==> config.mk <==
export PLATFORM = sky130hd
export DESIGN_NAME = display_capture
export DESIGN_NICKNAME = d
export VERILOG_FILES = /design/src/rtl/seg7_pkg.sv /design/src/rtl/seg7_decode.sv /design/src/rtl/display_capture.sv
export SDC_FILE = /design/constraint.sdc
export NUM_CORES = 1
export LEC_CHECK = 0
export ABC_AREA = 1
export CAP_MARGIN = 10
export CORE_AREA = 5 5 82 84
export DETAILED_ROUTE_END_ITERATION = 10
export DIE_AREA = 0 0 87 89
export HOLD_SLACK_MARGIN = 0.02
export PLACE_DENSITY = 0.77
export SETUP_SLACK_MARGIN = 0.4
export SLEW_MARGIN = 20
export SYNTH_ARGS = -nofsm -noshare
export SYNTH_HDL_FRONTEND = slang
export SYNTH_SLANG_ARGS = --single-unit
==> constraint.sdc <==
create_clock -name clk -period 2.23 [get_ports clk]
set_input_delay 0.446 -clock clk [delete_from_list [all_inputs] [get_ports clk]]
set_output_delay 0.446 -clock clk [all_outputs]
set_load 0.05 [all_outputs]
==> src/rtl/seg7_pkg.sv <==
// Shared constants and types for the 7-segment readback path.
// Segments are active-low, listed g..a (bit 0 = a); digit enables are active-low.
package seg7_pkg;

  localparam logic [6:0] SEG_0     = 7'b1000000;
  localparam logic [6:0] SEG_1     = 7'b1111001;
  localparam logic [6:0] SEG_2     = 7'b0100100;
  localparam logic [6:0] SEG_3     = 7'b0110000;
  localparam logic [6:0] SEG_4     = 7'b0011001;
  localparam logic [6:0] SEG_5     = 7'b0010010;
  localparam logic [6:0] SEG_6     = 7'b0000010;
  localparam logic [6:0] SEG_7     = 7'b1111000;
  localparam logic [6:0] SEG_8     = 7'b0000000;
  localparam logic [6:0] SEG_9     = 7'b0010000;
  localparam logic [6:0] SEG_BLANK = 7'b1111111;

  localparam logic [3:0] EN_D0   = 4'b1110;
  localparam logic [3:0] EN_D1   = 4'b1101;
  localparam logic [3:0] EN_D2   = 4'b1011;
  localparam logic [3:0] EN_D3   = 4'b0111;
  localparam logic [3:0] EN_NONE = 4'b1111;

  typedef enum logic [1:0] {
    ST_IDLE   = 2'd0,
    ST_SETTLE = 2'd1,
    ST_HELD   = 2'd2
  } cap_state_t;

  // A scan pattern is usable only when exactly one digit is selected.
  function automatic logic en_one_low(input logic [3:0] en);
    return ($countones(~en) == 1);
  endfunction

  function automatic logic [1:0] en_index(input logic [3:0] en);
    logic [1:0] idx;
    case (en)
      EN_D1:   idx = 2'd1;
      EN_D2:   idx = 2'd2;
      EN_D3:   idx = 2'd3;
      default: idx = 2'd0;
    endcase
    return idx;
  endfunction

endpackage

==> src/rtl/seg7_decode.sv <==
// Combinational active-low segment pattern to nibble decoder.
// Blank decodes to 4'hF; anything outside the table also yields 4'hF with o_unknown set.
module seg7_decode
  import seg7_pkg::*;
(
  input  logic [6:0] i_seg,
  output logic [3:0] o_val,
  output logic       o_unknown
);

  always_comb begin
    o_val     = 4'hF;
    o_unknown = 1'b0;
    case (i_seg)
      SEG_0:     o_val = 4'h0;
      SEG_1:     o_val = 4'h1;
      SEG_2:     o_val = 4'h2;
      SEG_3:     o_val = 4'h3;
      SEG_4:     o_val = 4'h4;
      SEG_5:     o_val = 4'h5;
      SEG_6:     o_val = 4'h6;
      SEG_7:     o_val = 4'h7;
      SEG_8:     o_val = 4'h8;
      SEG_9:     o_val = 4'h9;
      SEG_BLANK: o_val = 4'hF;
      default:   o_unknown = 1'b1;
    endcase
  end

endmodule

==> src/rtl/display_capture.sv <==
// Recovers the four displayed nibbles from a multiplexed 7-segment bus.
// Optional feature macro DISPLAY_CAPTURE_SEG_ERR_EN: flag undecodable patterns (value 4'hE, seg_err pulse).
module display_capture
  import seg7_pkg::*;
#(
  parameter int unsigned STABLE_CYCLES  = 16,
  parameter int unsigned TIMEOUT_CYCLES = 200000
) (
  input  logic       clk,
  input  logic       reset,
  input  logic [3:0] enabled,
  input  logic [6:0] ag,
  output logic [3:0] d3,
  output logic [3:0] d2,
  output logic [3:0] d1,
  output logic [3:0] d0,
  output logic [3:0] digit_valid,
  output logic       frame_done,
  output logic       stale,
  output logic       seg_err,
  output cap_state_t dbg_state
);

  localparam int CNT_W = (STABLE_CYCLES > 2) ? $clog2(STABLE_CYCLES) : 1;
  localparam int TO_W  = $clog2(TIMEOUT_CYCLES + 1);
  localparam logic [CNT_W-1:0] CNT_MAX = CNT_W'(STABLE_CYCLES - 1);
  localparam logic [TO_W-1:0]  TO_MAX  = TO_W'(TIMEOUT_CYCLES);
  localparam logic [TO_W-1:0]  TO_LAST = TO_W'(TIMEOUT_CYCLES - 1);

  // Sample register and stability tracking
  logic [3:0]       r_en;
  logic [6:0]       r_ag;
  logic             r_chg;
  logic [CNT_W-1:0] r_cnt;
  logic             w_diff;

  assign w_diff = ({enabled, ag} != {r_en, r_ag});

  always_ff @(posedge clk) begin
    if (reset) begin
      r_en  <= EN_NONE;
      r_ag  <= SEG_BLANK;
      r_chg <= 1'b0;
      r_cnt <= '0;
    end else begin
      r_en  <= enabled;
      r_ag  <= ag;
      r_chg <= w_diff;
      if (w_diff)
        r_cnt <= '0;
      else if (r_cnt != CNT_MAX)
        r_cnt <= r_cnt + CNT_W'(1);
    end
  end

  // Decode of the held sample
  logic [3:0] w_dec;
  logic       w_unknown;
  logic [3:0] w_val;
  logic       w_err;

  seg7_decode u_decode (
    .i_seg     (r_ag),
    .o_val     (w_dec),
    .o_unknown (w_unknown)
  );

`ifdef DISPLAY_CAPTURE_SEG_ERR_EN
  assign w_val = w_unknown ? 4'hE : w_dec;
  assign w_err = w_unknown;
`else
  assign w_val = w_unknown ? 4'hF : w_dec;
  assign w_err = 1'b0;
`endif

  // FSM, capture, frame and timeout state
  cap_state_t      r_state;
  logic [3:0]      r_d [4];
  logic [3:0]      r_valid;
  logic [3:0]      r_mask;
  logic            r_frame;
  logic            r_stale;
  logic            r_err;
  logic [TO_W-1:0] r_to;

  logic       w_capture;
  logic [3:0] w_sel;
  logic [1:0] w_idx;
  logic [3:0] w_mask_nx;

  // r_chg reflects a change seen on the previous edge, so the counter value
  // read here belongs to the same held sample that r_ag/r_en carry.
  assign w_capture = (r_state == ST_SETTLE) && !r_chg && (r_cnt == CNT_MAX);
  assign w_sel     = ~r_en;
  assign w_idx     = en_index(r_en);
  assign w_mask_nx = r_mask | w_sel;

  always_ff @(posedge clk) begin
    if (reset) begin
      r_state <= ST_IDLE;
      r_d[0]  <= 4'hF;
      r_d[1]  <= 4'hF;
      r_d[2]  <= 4'hF;
      r_d[3]  <= 4'hF;
      r_valid <= 4'b0000;
      r_mask  <= 4'b0000;
      r_frame <= 1'b0;
      r_stale <= 1'b0;
      r_err   <= 1'b0;
      r_to    <= '0;
    end else begin
      r_frame <= 1'b0;
      r_err   <= 1'b0;

      if (r_chg)
        r_state <= en_one_low(r_en) ? ST_SETTLE : ST_IDLE;
      else if (w_capture)
        r_state <= ST_HELD;

      // A capture on the expiry cycle takes priority, so stale never rises then.
      if (w_capture) begin
        r_d[w_idx] <= w_val;
        r_valid    <= r_valid | w_sel;
        r_to       <= '0;
        r_stale    <= 1'b0;
        r_err      <= w_err;
        if (w_mask_nx == 4'b1111) begin
          r_frame <= 1'b1;
          r_mask  <= 4'b0000;
        end else begin
          r_mask  <= w_mask_nx;
        end
      end else if (r_to != TO_MAX) begin
        r_to <= r_to + TO_W'(1);
        if (r_to == TO_LAST) begin
          r_stale <= 1'b1;
          r_valid <= 4'b0000;
          r_mask  <= 4'b0000;
        end
      end
    end
  end

  assign d0          = r_d[0];
  assign d1          = r_d[1];
  assign d2          = r_d[2];
  assign d3          = r_d[3];
  assign digit_valid = r_valid;
  assign frame_done  = r_frame;
  assign stale       = r_stale;
  assign seg_err     = r_err;
  assign dbg_state   = r_state;

endmodule
==> results.txt, run 1 <==
----------------------------------------------------
[Status]
  Status ... finished, final reports clean

[STA]
  Maximum clock rate ... 568 MHz
  Layout Skew ... roughly 0.0078 ns
  Setup slack after layout ... approximately 0.47 ns
  Setup violations, final ... 0
  Setup total negative slack ... 0 ns
  Tmin final ... 1.76 ns
  Worst Hold Slack ... 0.450 ns
  Worst slew margin ... 0.655
  Post-route clock period utilization ... 0.789
  RSZ-0062 raised after global routing ... false
  Number of pins with negative max-slew slack in the final report ... 0
  Final number of hold-violating endpoints ... 0
  Actual slew at the worst max-slew pin ... 0.519 ns

[Global route]
  Total global-route track usage ... 0.187
  Number of global-route vias before repair ... 2,629
  Wire length of the first global-routing pass ... 11,400 µm
  GR Overflow Total ... 0
  Maximum number of pins on one net before global-route repair ... 15
  Number of antenna violations at the first check in global routing ... 0

[Floorplan]
  Core footprint ... about 5900 µm²
  Number of ports placed on the die boundary ... 38
  Starting density of the core ... 0.531
  Number of standard-cell rows in the floorplan ... 28
  Die area ... 7740 µm²
  Height of the die ... 89 µm
  X dimension of the die ... 87 µm

[Layout]
  Ratio of cells with drive above 1 in the final layout ... 0.156
  ANT cells ... 0
  Layout net count ... about 480
  Non-Filler Instances ... 538
  Area Overhead vs Synth ... 24.8%
  Final design instance area without fill ... 3880 µm²

[Setup path]
  Worst reg2reg endpoint ... dbg_state[0]
  Setup crit end kind ... register
  Critical Path, Cell by Cell ... fa_1 > inv_1 > ha_2 > ha_4 > nor2_1 > nand3_1 > a21oi_2
  Flop2flop setup slack ... 0.47 ns
  Crit-path slowest cell ... fa_1
  Worst R2R Start ... r_en[1]
  Launching element type of the critical path ... register
  Crit path max fanout ... 3
  Arrival @ worst endpoint ... 2.03 ns
  CP peak stage delay ... about 0.53 ns
  Kind of critical path ... register to register
  CP required ... 2.50 ns
  Reg2reg path depth ... 7

[Detailed routing]
  Antenna-violating nets left ... 0
  Via count ... 2,751
  Routed Wire Length ... 6870 µm
  Number of detailed-route iterations in the first pass ... 4
  Remaining routing DRC violations ... 0
  Via density per instance ... approximately 5
  Iteration-0 DRC Markers ... 115
  Detail-routed net length per standard cell ... about 13 µm

[Yosys]
  Seq/Total Area, Yosys ... 0.451
  Gate Count Post-Synth ... 405
  Cell types occupying the most area after synthesis ... dfxtp_1 (30%), edfxtp_1 (15%), nand2_1 (11%)
  Number of flip-flops and latches in the synthesized netlist ... 62
  Unique cell type count in the Yosys netlist ... 33
  Synth Area per Inst ... 7.67 µm²
  Synthesized Nets ... approximately 430
  Number of warnings printed during yosys synthesis ... 0
  Yosys top cell area share ... 0.296
  Summed instance area of the synthesized netlist ... 3110 µm²
  Library cell occupying the most area in the post-synthesis netlist ... dfxtp_1

[Worst hold path]
  Destination of the worst hold path ... stale
  Kind of path behind the tightest hold check ... register to register
  Startpoint of the most critical hold path ... stale
  Hold path cells ... 2

[Place]
  RePlAce Congestion ... 0.847
  Post-placement cell area ... 3560 µm²
  HPWL after DPL ... about 5000 µm
  Port Buf Inserts ... 36
  Cells after DPL ... 514
  Setup WS pre-CTS ... 0.143 ns

[Job]
  Max Cap Violations ... 0

[Pwr]
  VDD IR max ... 0.455 mV
  Total power divided by cell area ... 631 nW/µm²
  Leakage power figure ... 0.00168 µW

[CTS]
  Clock-pin slew of the registers on the worst-case setup and hold paths ... about 0.07 ns
  Worst skew pair latency ... approximately 0.34 ns
  Clock sink count ... 62
  Number of levels the H-tree was split into ... 3
  Maximum count of clock buffers along a single path ... 2
  Cell chosen for the clock root ... clkbuf_8
  TritonCTS buffer count ... 9
  Clock tree from TritonCTS ... built

----------------------------------------------------
-- metal layers --
metal,part of all wire,GRT usage,vias to the layer above
met5,0,0,-
met4,0.028,0.106,0
met3,0.049,0.0378,17
li1,-,-,1411
met1,0.43,0.222,1262
met2,0.50,0.317,61
-- area by class of cell --
cell class                 count  area, µm²
multi-input combinational    286       1560
timing repair buffer          47        413
sequential                    62       1410
tap                           75       93.8
inverter                      52        195
clock inverter                 5       47.5
fill                         498       1970
clock buffer                  11        151
-- report_power, final --
part           internal (µW)  switching, µW  leakage [µW]
Clock                    565            419      0.000104
Sequential              1180           28.1      0.000538
Combinational           88.1            161       0.00104
-- state kept, by name, indices dropped and copies added (netlist names) --
| name | cells |
|---|---|
| r_chg | 1 |
| stale | 1 |
| r_ag | 7 |
| digit_valid | 4 |
| r_d | 16 |
| r_mask | 4 |
| r_cnt | 4 |
| r_en | 4 |
| r_to | 18 |
| frame_done | 1 |
| dbg_state | 2 |
-- cell families (layout without fill, tap and decap cells) --
| group | Yosys count | in the layout | share of synthesized area |
|---|---|---|---|
| AO/OA/AOI/OAI | 41 | 41 | 0.0669 |
| XOR/XNOR | 8 | 8 | 0.0226 |
| adder cells (fa/ha/maj) | 8 | 8 | 0.0346 |
| buffers and inverters | 57 | 115 | 0.0717 |
| flip-flops | 62 | 62 | 0.451 |
| other | 1 | 1 | 0.00121 |
| AND/OR/NAND/NOR | 228 | 228 | 0.352 |
-- how the worst max path moves through the flow --
stage	end	cells past startpoint	from	slack [ns]
after floorplan	r_d[2][0]	6	dbg_state[1]	0.44
after global placement	r_d[0][0]	5	reset	0.20
after detailed placement	r_d[0][1]	5	reset	0.14
after CTS	r_d[1][0]	7	r_cnt[0]	0.31
after global routing	r_d[0][0]	8	r_cnt[0]	0.41
final	dbg_state[0]	7	r_en[1]	0.47
-- layout by cell type, fill, tap and decap left out, types with 6 or more instances in the layout --
master	instances
nor3_1	6
dfxtp_1	40
nand3_1	47
clkdlybuf4s50_1	12
o21ai_0	14
buf_4	11
nor2_1	49
nand2_1	90
a21oi_1	22
or2_2	8
clkbuf_8	11
inv_1	47
edfxtp_1	16
dlygate4sd2_1	24
-- stage by stage --
stage,power [µW],utilization
detailed placement,1480,0.608
finish,2450,0.663
global route,2530,0.663
global placement,1480,0.608
floorplan,1390,-
CTS,2450,0.641
-- what timing repair did --
item / 4_1_cts / 5_1_grt
gates cloned: 0 / 0
gates resized for setup: 32 / 15
pin swaps: 1 / 8
buffers inserted: 0 / 8
hold buffers: 0 / 0
endpoints found under the setup margin: 41 / 22
-- worst max-delay path: cells and delay by family, from the launching register on --
| family | cells | cell delay (ns) |
|---|---|---|
| buffers and inverters | 1 | 0.04 |
| DFF | 1 | 0.36 |
| AOI/OAI and AO/OA | 1 | 0.13 |
| adders and majority gates | 3 | 0.94 |
| and+or+nand+nor | 2 | 0.22 |
-- cell usage after synthesis --
master / n
nand3_4: 1
a211oi_1: 1
nand3_1: 48
nor3b_4: 1
nand2_2: 2
nor2_4: 4
buf_2: 1
xnor2_1: 5
o21ai_1: 2
or2_1: 1
nor2_8: 2
xor2_1: 3
nor2_2: 4
nand2_1: 90
or2_0: 1
nand2_4: 2
conb_1: 1
nand4_1: 5
nor3_1: 7
ha_1: 7
a21oi_1: 24
o21ai_0: 14
clkbuf_1: 2
buf_4: 2
inv_1: 48
nor2_1: 50
nand3b_1: 1
dfxtp_1: 46
edfxtp_1: 16
fa_1: 1
nand3_2: 1
inv_2: 4
or2_2: 8
No activity file was read; power rests on OpenSTA's default activity.
==> run 2, diff against run 1 <==
==> constraint.sdc (replaced) <==
create_clock -name clk -period 1.72 [get_ports clk]
set_input_delay 0.344 -clock clk [delete_from_list [all_inputs] [get_ports clk]]
set_output_delay 0.344 -clock clk [all_outputs]
set_load 0.05 [all_outputs]
==> run 2 against run 1 <==
Effect of this change:
- hold slack got worse by 0.21 ns
- sequential share of layout area down 4.7 points
- count of clock-buffer cells in the layout down 1
- largest power group unchanged
- die area unchanged
- core utilization grew 11 points
==> results.txt, run 2 (synthesis results as in run 1) <==
----------------------------------------------------
[Layout]
  Largest register by flop count ... r_to (unchanged)
  Most used cells in the layout excluding fill and tap cells ... nand2_1 (81), inv_1 (43), buf_4 (35) (was nand2_1 (90), nor2_1 (49), inv_1 (47), nand3_1 (47), dfxtp_1 (40))
  Ratio of cells with drive above 1 in the final layout ... 0.407 (was 0.156)
  Leading cell type in the layout, fill and taps excluded ... nand2_1 (unchanged)
  Area Overhead vs Synth ... 45.5% (was 24.8%)
  Registers with the most flip-flops ... r_to x18, r_d x16, r_ag x7 (unchanged)
  Final design instance area without fill ... 4520 µm² (was 3880 µm²)
  ANT cells ... 0 (unchanged)
  Flip-flop count of the largest register, all copies and words added ... 18 (unchanged)
  Non-Filler Instances ... 559 (was 538)
  Post-layout utilization of the core ... 0.772 (was 0.663)
  Layout net count ... 500 (was 479)

[Setup path]
  Setup crit end kind ... register (unchanged)
  Worst R2R Start ... r_en[0] (was r_en[1])
  Kind of critical path ... register to register (unchanged)
  Dominant delay contributor by cell family on the critical path ... adder cells (unchanged)
  CP required ... 1.99 ns (was 2.50 ns)
  Crit path max fanout ... 5 (was 3)
  Crit-path slowest cell ... fa_1 (unchanged)
  Source of the critical timing path ... r_en[0] (was r_en[1])
  Critical Path, Cell by Cell ... fa_1 > inv_1 > ha_2 > ha_4 > nor2_2 > nand3_1 > a21oi_1 (was fa_1 > inv_1 > ha_2 > ha_4 > nor2_1 > nand3_1 > a21oi_2)
  Launching element type of the critical path ... register (unchanged)
  CP peak stage delay ... 0.53 ns (about the same)
  Arrival @ worst endpoint ... 1.94 ns (was 2.03 ns)
  Worst Path Buf+Inv ... 1 (unchanged)

[Detailed routing]
  Detail-routed net length per standard cell ... 15.3 µm (was 12.8 µm)
  Remaining routing DRC violations ... 0 (unchanged)
  Antenna-violating nets left ... 0 (unchanged)
  Number of detailed-route iterations in the first pass ... 5 (was 4)
  Via density per instance ... 5.30 (was 5.11)
  Routed Wire Length ... 8550 µm (was 6870 µm)
  Iteration-0 DRC Markers ... 187 (was 115)
  Via count ... 2,960 (was 2,751)

[Global route]
  Wire length of the first global-routing pass ... 12,400 µm (was 11,400 µm)
  Number of global-route vias before repair ... 2,733 (was 2,629)
  Total global-route track usage ... 0.205 (was 0.187)
  Number of antenna violations at the first check in global routing ... 0 (unchanged)
  Maximum number of pins on one net before global-route repair ... 14 (was 15)
  GR Overflow Total ... 0 (unchanged)

[STA]
  Layout Skew ... 0.00926 ns (was 0.00776 ns)
  Number of pins with negative max-slew slack in the final report ... 0 (unchanged)
  Setup total negative slack ... 0 ns (unchanged)
  Post-route clock period utilization ... 0.973 (was 0.789)
  Tmin final ... 1.67 ns (was 1.76 ns)
  RSZ-0062 raised after global routing ... true (was false)
  Maximum clock rate ... 598 MHz (was 568 MHz)
  Final number of hold-violating endpoints ... 0 (unchanged)
  Setup violations, final ... 0 (unchanged)

[CTS]
  Worst skew pair latency ... 0.34 ns (about the same)
  Maximum count of clock buffers along a single path ... 2 (unchanged)
  Clock sink count ... 62 (unchanged)
  Clock tree from TritonCTS ... built (unchanged)
  Clock-pin slew of the registers on the worst-case setup and hold paths ... 0.07 ns (about the same)
  Cell chosen for the clock root ... clkbuf_8 (unchanged)
  Number of hold buffers added after cts ... 0 (unchanged)
  TritonCTS buffer count ... 9 (unchanged)
  Number of levels the H-tree was split into ... 3 (unchanged)

[Worst hold path]
  Kind of path behind the tightest hold check ... input port to register (was register to register)
  Startpoint of the most critical hold path ... ag[5] (was stale)

[Pwr]
  NetSw ... 863 µW (was 609 µW)
  Fraction of power spent switching nets ... 0.271 (was 0.249)
  Post-layout total power ... 3190 µW (was 2450 µW)
  Sequential fraction of design power ... 0.494 (was 0.496)
  Total internal power ... 2330 µW (was 1840 µW)
  Leakage power figure ... 0.00185 µW (was 0.00168 µW)
  Combinational fraction of design power ... 0.121 (was 0.102)
  VDD IR max ... 0.622 mV (was 0.455 mV)
  Clk pwr share ... 0.385 (was 0.403)
  Total power divided by cell area ... 706 nW/µm² (was 631 nW/µm²)

[Status]
  Status ... finished, final reports clean (unchanged)

[Floorplan]
  Die area ... 7740 µm² (unchanged)
  Starting density of the core ... 0.531 (unchanged)
  Number of ports placed on the die boundary ... 38 (unchanged)
  X dimension of the die ... 87 µm (unchanged)
  Height of the die ... 89 µm (unchanged)
  Number of standard-cell rows in the floorplan ... 28 (unchanged)
  Core footprint ... 5850 µm² (unchanged)

[Job]
  Max Cap Violations ... 0 (unchanged)

[Place]
  HPWL after DPL ... 5000 µm (was 4990 µm)
  Port Buf Inserts ... 36 (unchanged)
  Cells after DPL ... 520 (was 514)
  RePlAce Congestion ... 0.830 (was 0.847)
  Post-placement cell area ... 3680 µm² (was 3560 µm²)

----------------------------------------------------
[run 2: changes by cell type in the layout (fill, tap and decap cells not counted), moves of 8 or more]
| cell | delta |
|---|---|
| buf_4 | +24 |
| dlygate4sd2_1 | -24 |
| nor2_1 | -19 |
| nand3_1 | -18 |
| buf_6 | +17 |
| nand3_2 | +17 |
| a21oi_1 | -12 |
| nor2_4 | +12 |
| a21oi_2 | +9 |
| nand2_1 | -9 |
| dfxtp_1 | -8 |
[run 2: worst reg2reg max path, stage by stage (launching register included)]
cell and delay [ns]:
dfxtp_4 0.37, fa_1 0.53, inv_1 0.04, ha_2 0.17, ha_4 0.21, nor2_2 0.07, nand3_1 0.09, a21oi_1 0.14
[run 2: power by group through the flow]
stage          Combinational [µW]  Sequential (µW)  Clock [µW]
2_1_floorplan                 143             1680           0
3_3_place_gp                  324             1600           0
3_5_place_dp                  332             1600           0
4_1_cts                       348             1570        1210
5_1_grt                       417             1580        1300
6_report                      387             1570        1230
[run 2: routing by layer]
metal  up-vias  track usage  routed length (µm)
met1      1389        0.249                3510
met5         -            0                   0
li1       1455            -                   -
met4         0       0.0935                 186
met2        98        0.355                4380
met3        18       0.0369                 477
[run 2: path summary, 6_finish.rpt]
path / cells after the start / to / slack [ns]
min reg2reg: 2 / stale / 0.48
max reg2reg: 7 / dbg_state[0] / 0.05
max: 7 / dbg_state[0] / 0.05
min: 3 / r_ag[5] / 0.24
[run 2: per-stage QoR]
stage / setup WS (ns) / hold slack [ns]
finish: 0.0467 / 0.245
global placement: 0.0284 / 0.438
floorplan: 0.124 / 0.441
detailed placement: -0.00887 / 0.443
global route: -0.0358 / 0.245
CTS: 0.0559 / 0.451
[run 2: cell type report]
cell class / count / area (µm²)
multi-input cells: 287 / 1960
well taps: 75 / 93.8
repair buffers: 66 / 622
clock buffers: 10 / 128
flip-flops and latches: 62 / 1440
inverters: 52 / 210
repair inverters: 1 / 16.3
fillers: 367 / 1330
clock inverters: 6 / 52.6
[run 2: what timing repair did]
item	in CTS	in global routing
gates resized for setup	42	91
setup endpoints to repair	59	70
pin swaps	14	26
cloned	1	1
buffers inserted	10	11
